[src/rtl/mdu_iter.sv]
// ============================================================================
// Module   : mdu_iter
// Purpose  : Iterative multiply/divide unit with architectural HI/LO.
//            Shift-add multiply and restoring divide, one bit per cycle,
//            followed by a sign-fix cycle that writes HI/LO.
// Option   : define MDU_MADD_EN to make multiplies with Acc=1 accumulate
//            into {HI,LO} (MADD/MADDU).
// Revision : 1.0  initial release
// ============================================================================
`default_nettype none

module mdu_iter #(
  parameter int WIDTH = 32
) (
  input  logic             Clk,
  input  logic             Rst,
  input  logic             Start,
  input  logic [1:0]       Op,
  input  logic             Acc,
  input  logic [WIDTH-1:0] A,
  input  logic [WIDTH-1:0] B,
  input  logic             Mthi,
  input  logic             Mtlo,
  output logic             Busy,
  output logic             Done,
  output logic [WIDTH-1:0] Hi,
  output logic [WIDTH-1:0] Lo
);

  localparam int CW = (WIDTH > 1) ? $clog2(WIDTH) : 1;

  typedef enum logic [1:0] {
    S_IDLE = 2'd0,
    S_CALC = 2'd1,
    S_FIX  = 2'd2
  } state_t;

  state_t             state_q, state_d;
  logic [CW-1:0]      cnt_q, cnt_d;
  logic               div_q, div_d;      // 1: divide, 0: multiply
  logic               sa_q, sa_d;        // sign of A (signed ops only)
  logic               sb_q, sb_d;        // sign of B (signed ops only)
  logic               bz_q, bz_d;        // divisor was zero
  // Multiplicand for multiplies, divisor for divides.
  logic [WIDTH-1:0]   opnd_q, opnd_d;
  // Product for multiplies; the low half is the dividend/quotient shifter
  // for divides.
  logic [2*WIDTH-1:0] prod_q, prod_d;
  // Partial remainder. It always stays below the divisor, so WIDTH bits
  // hold it; the trial subtraction below is WIDTH+1 bits wide.
  logic [WIDTH-1:0]   rem_q, rem_d;
  logic [WIDTH-1:0]   hi_q, hi_d;
  logic [WIDTH-1:0]   lo_q, lo_d;
  logic               done_q, done_d;

`ifdef MDU_MADD_EN
  logic               acc_q, acc_d;
`else
  logic               unused_acc;
  assign unused_acc = Acc;
`endif

  // Launch-time operand conditioning: magnitudes for signed ops.
  logic             start_signed;
  logic [WIDTH-1:0] abs_a, abs_b;
  assign start_signed = ~Op[0];
  assign abs_a = (start_signed && A[WIDTH-1]) ? -A : A;
  assign abs_b = (start_signed && B[WIDTH-1]) ? -B : B;

  // One shift-add multiply step.
  logic [WIDTH:0] mul_sum;
  assign mul_sum = {1'b0, prod_q[2*WIDTH-1:WIDTH]}
                 + (prod_q[0] ? {1'b0, opnd_q} : '0);

  // One restoring-divide step.
  logic [WIDTH:0] div_shift, div_diff;
  logic           div_ge;
  assign div_shift = {rem_q, prod_q[WIDTH-1]};
  assign div_diff  = div_shift - {1'b0, opnd_q};
  assign div_ge    = ~div_diff[WIDTH];

  // Sign correction applied in FIX.
  logic               neg;
  logic [2*WIDTH-1:0] prod_fix, mul_res;
  logic [WIDTH-1:0]   quot_fix, rem_fix;
  assign neg      = sa_q ^ sb_q;
  assign prod_fix = neg ? -prod_q : prod_q;
  // Divide by zero yields all-ones; the remainder path already returns the
  // original A because |A| re-signed with A's sign is A itself.
  assign quot_fix = bz_q ? '1 : (neg ? -prod_q[WIDTH-1:0] : prod_q[WIDTH-1:0]);
  assign rem_fix  = sa_q ? -rem_q : rem_q;

`ifdef MDU_MADD_EN
  assign mul_res = acc_q ? ({hi_q, lo_q} + prod_fix) : prod_fix;
`else
  assign mul_res = prod_fix;
`endif

  // Next-state and datapath update for IDLE/CALC/FIX.
  always_comb begin
    state_d = state_q;
    cnt_d   = cnt_q;
    div_d   = div_q;
    sa_d    = sa_q;
    sb_d    = sb_q;
    bz_d    = bz_q;
    opnd_d  = opnd_q;
    prod_d  = prod_q;
    rem_d   = rem_q;
    hi_d    = hi_q;
    lo_d    = lo_q;
    done_d  = 1'b0;
`ifdef MDU_MADD_EN
    acc_d   = acc_q;
`endif
    case (state_q)
      S_IDLE: begin
        if (Start) begin
          div_d = Op[1];
          sa_d  = start_signed & A[WIDTH-1];
          sb_d  = start_signed & B[WIDTH-1];
          bz_d  = (B == '0);
          cnt_d = '0;
          rem_d = '0;
          if (Op[1]) begin
            opnd_d = abs_b;
            prod_d = {{WIDTH{1'b0}}, abs_a};
          end else begin
            opnd_d = abs_a;
            prod_d = {{WIDTH{1'b0}}, abs_b};
          end
`ifdef MDU_MADD_EN
          acc_d = Acc;
`endif
          state_d = S_CALC;
        end else begin
          if (Mthi) hi_d = A;
          if (Mtlo) lo_d = A;
        end
      end
      S_CALC: begin
        cnt_d = cnt_q + CW'(1);
        if (div_q) begin
          rem_d  = div_ge ? div_diff[WIDTH-1:0] : div_shift[WIDTH-1:0];
          prod_d = {prod_q[2*WIDTH-1:WIDTH], prod_q[WIDTH-2:0], div_ge};
        end else begin
          prod_d = {mul_sum, prod_q[WIDTH-1:1]};
        end
        if (cnt_q == CW'(WIDTH-1)) state_d = S_FIX;
      end
      S_FIX: begin
        if (div_q) begin
          hi_d = rem_fix;
          lo_d = quot_fix;
        end else begin
          hi_d = mul_res[2*WIDTH-1:WIDTH];
          lo_d = mul_res[WIDTH-1:0];
        end
        done_d  = 1'b1;
        state_d = S_IDLE;
      end
      default: state_d = S_IDLE;
    endcase
  end

  // State and datapath registers with synchronous reset.
  always_ff @(posedge Clk) begin
    if (Rst) begin
      state_q <= S_IDLE;
      cnt_q   <= '0;
      div_q   <= 1'b0;
      sa_q    <= 1'b0;
      sb_q    <= 1'b0;
      bz_q    <= 1'b0;
      opnd_q  <= '0;
      prod_q  <= '0;
      rem_q   <= '0;
      hi_q    <= '0;
      lo_q    <= '0;
      done_q  <= 1'b0;
`ifdef MDU_MADD_EN
      acc_q   <= 1'b0;
`endif
    end else begin
      state_q <= state_d;
      cnt_q   <= cnt_d;
      div_q   <= div_d;
      sa_q    <= sa_d;
      sb_q    <= sb_d;
      bz_q    <= bz_d;
      opnd_q  <= opnd_d;
      prod_q  <= prod_d;
      rem_q   <= rem_d;
      hi_q    <= hi_d;
      lo_q    <= lo_d;
      done_q  <= done_d;
`ifdef MDU_MADD_EN
      acc_q   <= acc_d;
`endif
    end
  end

  assign Busy = (state_q != S_IDLE);
  assign Done = done_q;
  assign Hi   = hi_q;
  assign Lo   = lo_q;

endmodule

`default_nettype wire
[config.mk]
export PLATFORM = sky130hd
export DESIGN_NAME = mdu_iter
export DESIGN_NICKNAME = d
export VERILOG_FILES = /design/src/rtl/mdu_iter.sv
export SDC_FILE = /design/constraint.sdc
export NUM_CORES = 1
export LEC_CHECK = 0
export CAP_MARGIN = 20
export CORE_UTILIZATION = 50
export CTS_BUF_LIST = sky130_fd_sc_hd__clkbuf_8
export DETAILED_ROUTE_END_ITERATION = 8
export PLACE_DENSITY = 0.82
export SYNTH_ARGS = -nofsm -noshare
export SYNTH_HDL_FRONTEND = slang
export SYNTH_SLANG_ARGS = --single-unit
[constraint.sdc]
create_clock -name Clk -period 3.5 [get_ports Clk]
set_input_delay 0.7 -clock Clk [delete_from_list [all_inputs] [get_ports Clk]]
set_output_delay 0.7 -clock Clk [all_outputs]
set_load 0.1 [all_outputs]
---- After elaboration in Yosys (flattened, before gate mapping) ----
Cells that the tools add are included.
word-level totals
  flip-flop bits (word level) ............. 204
  latch bits .............................. 0
  bits in writable memories ............... 0
  ROM bits ................................ 0
  input bits .............................. 72
  output and inout port bits .............. 66
  memories kept ........................... 0
cells by class
  $add $sub $neg .......................... 8
  multipliers ............................. 0
  divide/modulo/power cells ............... 0
  $lt $le $gt $ge ......................... 0
  equality and inequality tests ........... 10
  shifts and indexed selects .............. 0
  muxes and demuxes ....................... 30
  bitwise logic cells ..................... 5
  reductions and logical operators ........ 14
operators with widths
  operator             number
  $mux 32              17
  $mux 64              3
  $pmux 32 s2          3
  $neg 32->32          4
  $pmux 64 s2          1
  $neg 64->64          1
  $add 32x32->33       1
  $sub 33x32->33       1
  $logic_not 32->1     1
  $ne 2x2->1 const B   7
  $reduce_and 3->1     4
  $pmux 5 s2           1
  $reduce_and 2->1     3
  $reduce_bool 2->1    3
  $add 5x1->5 const B  1
  $eq 5x5->1 const B   1
  $mux 5               1
  $mux 2               2
  $pmux 2 s2           1
  $and 1x1->1          2
  $eq 2x1->1 const B   1
  $eq 2x2->1 const B   1
  $logic_and 1x1->1    2
  $logic_not 2->1      1
  3 further kinds      4

---- Depth between registers and ports, before layout ----
  depth after elaboration ................. 6
  mapped depth ............................ 14
  depth with buffers taken out ............ 13

---- Worst setup path after synthesis ----
Ideal clock, no wire load.
  path kind ............................... flip-flop to flip-flop
  from .................................... register prod_q[0]
  to ...................................... register prod_q[61]
  library setup time ...................... 0.117 ns
  arrival ................................. 3.215 ns
  setup slack ............................. 0.167 ns
  stages on the path, launching flop included .. 14
  buffers on the path ..................... 1
  period minus slack after synthesis ...... 3.333 ns
  cells stage by stage .................... dfxtp_1 -> inv_1 -> clkbuf_1 -> nor2_1 -> ha_1 -> and4_1 -> nand3_1 -> a21oi_1 -> or3b_2 -> o41ai_1 -> o31a_1 -> o211ai_1 -> a211o_1 -> a32o_1
between the ends
  cells in the longest elaborated chain, start to end .. 4
ends and longest elaborated chain
  element                 RTL line  source
  start, declared         48        logic [2*WIDTH-1:0] prod_q, prod_d;
  start signal, assigned  192       prod_q <= prod_d;
  $mux 32                 73        + (prod_q[0] ? {1'b0, opnd_q} : '0);
  $add 32x32->33          73
  $mux 64                 143       if (div_q) begin
  $pmux 64 s2             116       case (state_q)
No other way between the ends. The select of a mux whose other input is x is not followed.
A chain may end at the register's enable or synchronous reset.

---- Final worst setup path ----
  from .................................... register prod_q[31]
  to ...................................... register rem_q[17]
between the ends
  cells in the longest elaborated chain, start to end .. 4
ends and longest elaborated chain
  element               RTL line  source
  $sub 33x32->33        79        assign div_diff = div_shift - {1'b0, opnd_q};
  $mux 32               144       rem_d = div_ge ? div_diff[WIDTH-1:0] : div_shift[WIDTH-1:0];
  $mux 32               143
  $pmux 32 s2           116
  end signal, assigned  193       rem_q <= rem_d;
  end, declared         51        logic [WIDTH-1:0] rem_q, rem_d;
No other way between the ends. The select of a mux whose other input is x is not followed.

==> impl_metrics.toml <==
[run_status]
status = "finished with violations"
violations = "DRC"

[cells_and_area]
nFillCells = 2648
antenna_cells = 0
fin_cells = 2724
drive_gt1_frac = 0.123
fin_nets = 2448
syn2layout_area_growth_pct = 21.0

[drt]
drtPass1Iterations = 9
drtIter0Drc = 2329
totalWireLength_um = 58700
num_vias = 17700
wl_per_cell_um = 21.5
drt-vias-per-instance = 6.50
drc = 19
postRouteAntennaNets = 0

[sta]
setup_viol = 0
holdWs_ps = 454
rsz0062_at_grt = "yes"
drv_slew = 0
finalHoldViolCount = 0
fin_skew_ps = 25.1
fin_ws_ps = 155
fmax_ghz = 0.299
fin_tns_setup_ps = 0
final.min_clock_period_ps = 3340
worst_pin_slew_ps = 1010
timing.slew.headroom = 0.323
min_period_over_period = 0.956

[synthesis]
synth_top_area_frac = 0.258
synth.area.top_cells = "dfxtp_1 26%, a21oi_1 6.7%, nor2_1 5.9%"
netlist_area_um2 = 15800
synth_commonest_cells = "249 x nor2_1, 211 x a21oi_1, 204 x dfxtp_1"
ys_warn_count = 0
synth_edf_count = 0
syn_inst = 2115
synth-seq-cells = 204
synth_flop_cell = "dfxtp_1"
synth_top_area_cell = "dfxtp_1"
syn_nets = 2259
yosysSeqAreaShare = 0.258
syn_area_per_cell_um2 = 7.48
async_reset_ff_frac = 0
netlist-cell-type-count = 80
yosysMostFrequentCell = "nor2_1"

[clock_network]
cts_max_path_buffers = 3
postCtsSetupBuffers = 0
root_buffer = "clkbuf_8"
worstSkewPairLatency_ps = 570
cts_buffers = 39
cts.sinks = 204
cts_max_level = 2
path_clk_slew_ps = 70
cts_tree = "done"

[global_routing]
grt_util_all_layers = 0.351
antenna_found_initial = 0
first_global_vias = 16600
overflow = 0
grt_max_degree = 79
grt_pass1_wl_um = 90700

[job]
drv_cap = 0

[power_and_ir_drop]
p_sw_mw = 2.55
power_mw = 6.97
peakVddDrop_v = 0.000252
p_seq_frac = 0.369
comb_power_share = 0.284
swShare = 0.365
p_int_mw = 4.42
powerDensity_nw_per_um2 = 364
p_clk_frac = 0.348
p_leak_nw = 7.76

[worst_setup_path]
cp.arrival_ps = 3820
regToRegEndpoint = "rem_q[17]"
path_max_fanout = 48
cpMostUsedCell = "o31a_1"
r2r_slack_ps = 160
startpoint = "prod_q[31]"
crit_family = "compound AO/OA/AOI/OAI gates"
worst-path-buf-inv = 2
worst_r2r_path_depth = 12
cp-start-kind = "register"
rr_startpoint = "prod_q[31]"
critPathRequiredTime_ps = 3970
crit_path_end = "rem_q[17]"
crit_cells = 12
worstPathCellList = "inv_1 -> ha_1 -> fa_1 -> nor2b_1 -> o31a_1 -> o211ai_1 -> a311oi_2 -> o32ai_2 -> xor2_4 -> buf_12 -> o31a_1 -> o21ai_0"
cpPeakStageDelay_ps = 400
cp-end-kind = "register"
crit_path_top_delay_cell = "fa_1"
worstSetupPathType = "reg2reg"

[floorplanning]
start_util = 0.513
rows = 64
ios = 138
coreArea_um2 = 30800
die_area_um2 = 32300
fp.dieW_um = 180
die_h_um = 180

[min_path]
hp-class = "reg2reg"

[placed_design]
dp_hpwl_um = 44800
io_buffers = 136
gp_congestion = 1.01
dpl.cell_count = 2658
dpl_worst_slack_ps = 3.70
-- metal layers --
layer	part of all wire	GRT usage	vias up
met5	0	0	-
met4	0.057	0.197	0
met3	0.11	0.0610	196
met2	0.44	0.561	1092
met1	0.39	0.448	8324
li1	-	-	8101
-- logic make-up after synthesis --
| kind of cell | synth area share |
|---|---|
| adder cells (fa/ha/maj) | 0.0579 |
| AO/OA/AOI/OAI | 0.300 |
| multiplexers | 0.0256 |
| buffers and inverters | 0.0515 |
| XOR/XNOR | 0.108 |
| flip-flops | 0.258 |
| AND/OR/NAND/NOR | 0.199 |
-- registers in the layout, indices dropped and copies added (netlist names) --
| register | flops |
|---|---|
| cnt_q | 5 |
| Done | 1 |
| Lo | 32 |
| state_q | 2 |
| bz_q | 1 |
| sb_q | 1 |
| opnd_q | 32 |
| rem_q | 32 |
| prod_q | 64 |
| sa_q | 1 |
| div_q | 1 |
| Hi | 32 |
-- stage by stage --
step	utilization	instance area [µm²]
floorplan	-	15800
CTS	0.618	19100
finish	0.621	19100
global route	0.621	19100
global placement	0.594	18300
detailed placement	0.594	18300
-- worst min-delay path by stage --
stage                     from         end  slack [ps]  cells past startpoint
floorplan           opnd_q[10]  opnd_q[10]         430                      2
global placement    opnd_q[16]  opnd_q[16]         440                      2
detailed placement  opnd_q[25]  opnd_q[25]         450                      2
CTS                 opnd_q[25]  opnd_q[25]         460                      2
global route        opnd_q[25]  opnd_q[25]         480                      2
finish              opnd_q[25]  opnd_q[25]         450                      2
-- worst reg2reg max path, stage by stage, from the launching register on --
cell,delay (ps)
dfxtp_1,390
inv_1,60
ha_1,220
fa_1,400
nor2b_1,250
o31a_1,250
o211ai_1,210
a311oi_2,400
o32ai_2,190
xor2_4,180
buf_12,200
o31a_1,320
o21ai_0,160
-- power by group through the flow --
stage / Combinational, mW / Clock [mW] / Sequential (mW)
floorplan: 1.06 / 0 / 2.79
detailed placement: 1.91 / 0 / 2.61
global placement: 1.87 / 0 / 2.61
CTS: 1.92 / 2.43 / 2.56
global route: 2.09 / 2.55 / 2.58
finish: 1.98 / 2.42 / 2.57
-- layout by cell type, fill, tap and decap left out, types with 23 or more instances in the layout --
cell type / count
inv_1: 74
a21o_1: 36
buf_4: 179
o21ai_0: 131
mux2i_1: 37
dfxtp_1: 203
nor2_1: 248
nand2_1: 192
clkdlybuf4s50_1: 110
a221oi_1: 37
a21oi_1: 210
a211oi_1: 72
xor2_1: 89
nor2b_1: 23
o31ai_1: 28
o211ai_1: 27
nor3_1: 34
a22oi_1: 38
clkbuf_8: 43
xnor2_1: 103
ha_1: 69
-- what timing repair did --
action                     4_1_cts  5_1_grt
resized for setup                0       13
setup endpoints to repair        0       36
hold buffers                     0        0
-- cell type report --
type | count | area (µm²) | area share
tap | 396 | 495 | 0.0259
clock buffer | 43 | 592 | 0.0309
timing repair buffer | 293 | 2520 | 0.132
sequential | 204 | 4090 | 0.213
multi-input combinational | 1700 | 11000 | 0.577
clock inverter | 22 | 163 | 0.00850
inverter | 66 | 248 | 0.0129
No activity file was read; power rests on OpenSTA's default activity.
==> RTL edit, RTL diff (same flow settings) <==
The option `MDU_MADD_EN` is turned on by a define.
--- a/src/rtl/mdu_iter.sv
+++ b/src/rtl/mdu_iter.sv
@@ -9,4 +9,6 @@
 // ============================================================================
 `default_nettype none
+
+`define MDU_MADD_EN
 
 module mdu_iter #(
Check against the original RTL: no difference found for any inputs over 4 cycles, from zero or initial values and one cycle with Rst high; that may be too few to reach the edited logic, so the function may still have changed.
==> RTL edit against the original RTL <==
  * The flow finishes with violations (negative setup slack)
  * Die area increased by 29%
  * Wire length rose by 61%
  * Worst setup slack worse by 1.1 ns
  * Synthesized area increased by 29%
  * Total power up 38%
  * Sequential share of layout area down 7.4 points
  * Sequential power about the same
  * Cell count increased by 46%
  * Maximum frequency shrank 26%
  * Final area grew 55%
  * Sequential cell count is 1 higher
  * Clock skew grew 0.0097 ns
  * Critical path type unchanged
==> RTL edit: results (changes against the original RTL) <==
synthTopCellsByArea: "dfxtp_1, ha_1, a21oi_1, xnor2_1, nor2_1"
synth_common_cells: "a21oi_1, nor2_1, nand2_1"
grt_use_total_pct: 43.0  # +7.9 points
critPathSlowestCell: "or4_4"
htreeDepth: 2  # unchanged
clkTransAtPathRegs_ns: 0.06
finalSetupViolCount: 50  # +50
cts-hold-fix-buffers: 0  # unchanged
critPathArrivalTime_ns: 4.99  # +1.17 ns
firstDrtPassIters: 9  # unchanged
violations: "negative setup slack"
worst_slack_ns: -0.990  # -1.15 ns
drtIter0Drc: 3548  # +52%
leakagePower_nw: 12.9  # +66%
yosys_most_used_dff: "dfxtp_1"
clock_skew_ns: 0.0348  # +0.00974 ns
holdPathStages: 2  # unchanged
final_layout_size_suffix_gt1_share_pct: 31.3  # +19 points
largest_reg_flops: 64  # unchanged
synth_fp_nets: 3021  # +34%
grt_pass1_vias: 23500  # +41%
gp_congestion: 1.02  # +1.4%
top_register: "prod_q"
ys_warn_count: 0  # unchanged
antenna_found_initial: 2  # +2
areaGrowthSynthToFinish_pct: 45.1
synthArstFlopShare_pct: 0  # unchanged
cp_max_fo: 4  # -92%
placed_area_mm2: 0.0260  # +42%
use_met3_pct: 7.11  # +1.0 points
dp_hpwl_mm: 70.6  # +58%
fillers: 3002  # +13%
relSlewSlack_pct: 30.7  # -1.6 points
outcome: "finished with violations"
fin_nets: 3653  # +49%
grt_max_degree: 81  # +2.5%
ff2ff_path_depth: 20  # +8
cts_buffers: 42  # +7.7%
ys_seq_area_share_pct: 20.1  # -5.7 points
slowest_delay_ns: 0.55  # +0.15 ns
grt_pass1_wl_mm: 138  # +52%
ir_drop_uv: 270  # +7.1%
clk-insertion-delay-late_ns: 0.64  # +0.07 ns
use_met2_pct: 62.1  # +6.1 points
cts_buffer_depth: 3  # unchanged
dp_slack_ns: -0.932  # -0.936 ns
routed_wl_mm: 94.8  # +61%
synth.distinct_cells: 84  # +5.0%
globalRouteMet1Util_pct: 60.1  # +15 points
io_buffers: 137  # +0.74%
root_buffer: "clkbuf_8"
vias: 25700  # +45%
hp-class: "in -> reg"
RTL edit: cell count changes in the layout (fill, tap and decap cells not counted), moves of 26 or more:
cell             unedited run  this run
o21ai_1                     2        45
o22ai_1                    17        43
clkdlybuf4s50_1           110        76
ha_1                       69       120
inv_1                      74       101
buf_6                       0        43
xnor2_2                     1        36
a21oi_2                     1        35
nand2_1                   192       256
buf_4                     179       634
RTL edit: kinds of logic after synthesis:
| logic type | after synthesis | synth area share, % |
|---|---|---|
| muxes | 53 | 2.64 |
| and+or+nand+nor | 873 | 20.2 |
| DFF | 205 | 20.1 |
| xor gates and xnor gates | 255 | 11.0 |
| buffers and inverters | 275 | 5.13 |
| AOI/OAI and AO/OA | 988 | 31.7 |
| adders and majority gates | 150 | 9.31 |
RTL edit: final cells by class:
| type | count | area [um^2] | area share [%] |
|---|---|---|---|
| clock inverter | 19 | 163 | 0.550 |
| clock buffer | 57 | 785 | 2.65 |
| sequential | 205 | 4130 | 14.0 |
| antenna | 2 | 5.00 | 0.0169 |
| tap | 525 | 657 | 2.22 |
| multi-input combinational | 2319 | 17300 | 58.5 |
| inverter | 102 | 385 | 1.30 |
| timing repair buffer | 761 | 6150 | 20.8 |
RTL edit: what timing repair did:
| item | in CTS | in global routing |
|---|---|---|
| resized for setup | 222 | 184 |
| buffers inserted | 53 | 33 |
| pin swaps | 122 | 126 |
| setup endpoints to repair | 58 | 80 |
RTL edit: path summary, 6_finish.rpt:
kind | from | endpoint | slack [ns]
setup / recovery | prod_q[12]$_SDFFE_PP0P_ | Hi[17]$_SDFFE_PP0P_ | -0.99
hold / removal | Rst | prod_q[47]$_SDFFE_PP0P_ | 0.45
setup reg to reg | prod_q[12]$_SDFFE_PP0P_ | Hi[17]$_SDFFE_PP0P_ | -0.99
hold reg to reg | opnd_q[26]$_SDFFE_PP0P_ | opnd_q[26]$_SDFFE_PP0P_ | 0.45
RTL edit: worst max-delay path, delay by kind of cell (launching register included):
| family | cells | cell delay [ns] |
|---|---|---|
| buf+inv | 5 | 0.70 |
| fa+ha+maj | 1 | 0.33 |
| simple gates | 8 | 1.96 |
| compound gates | 4 | 0.74 |
| xor+xnor | 2 | 0.30 |
| flops | 1 | 0.32 |
RTL edit: layer usage:
layer  wire, um  part of all wire, %
met1      38600                   41
met2      39000                   41
met3      11000                   12
met4       6130                  6.5
met5          0                    0
RTL edit: power by group:
part	total (mW)	switching [mW]	internal, mW
registers	2.58	0.135	2.45
clock network	2.90	1.29	1.61
logic	4.13	2.37	1.75
total	9.61	3.80	5.81
RTL edit: metrics by stage:
stage,setup TNS (ns),cells
final,-30.95,3990
after global routing,-36.14,3990
after CTS,-23.86,3963
after detailed placement,-36.30,3838
after global placement,-32.28,3838
after floorplan,-13.62,2799
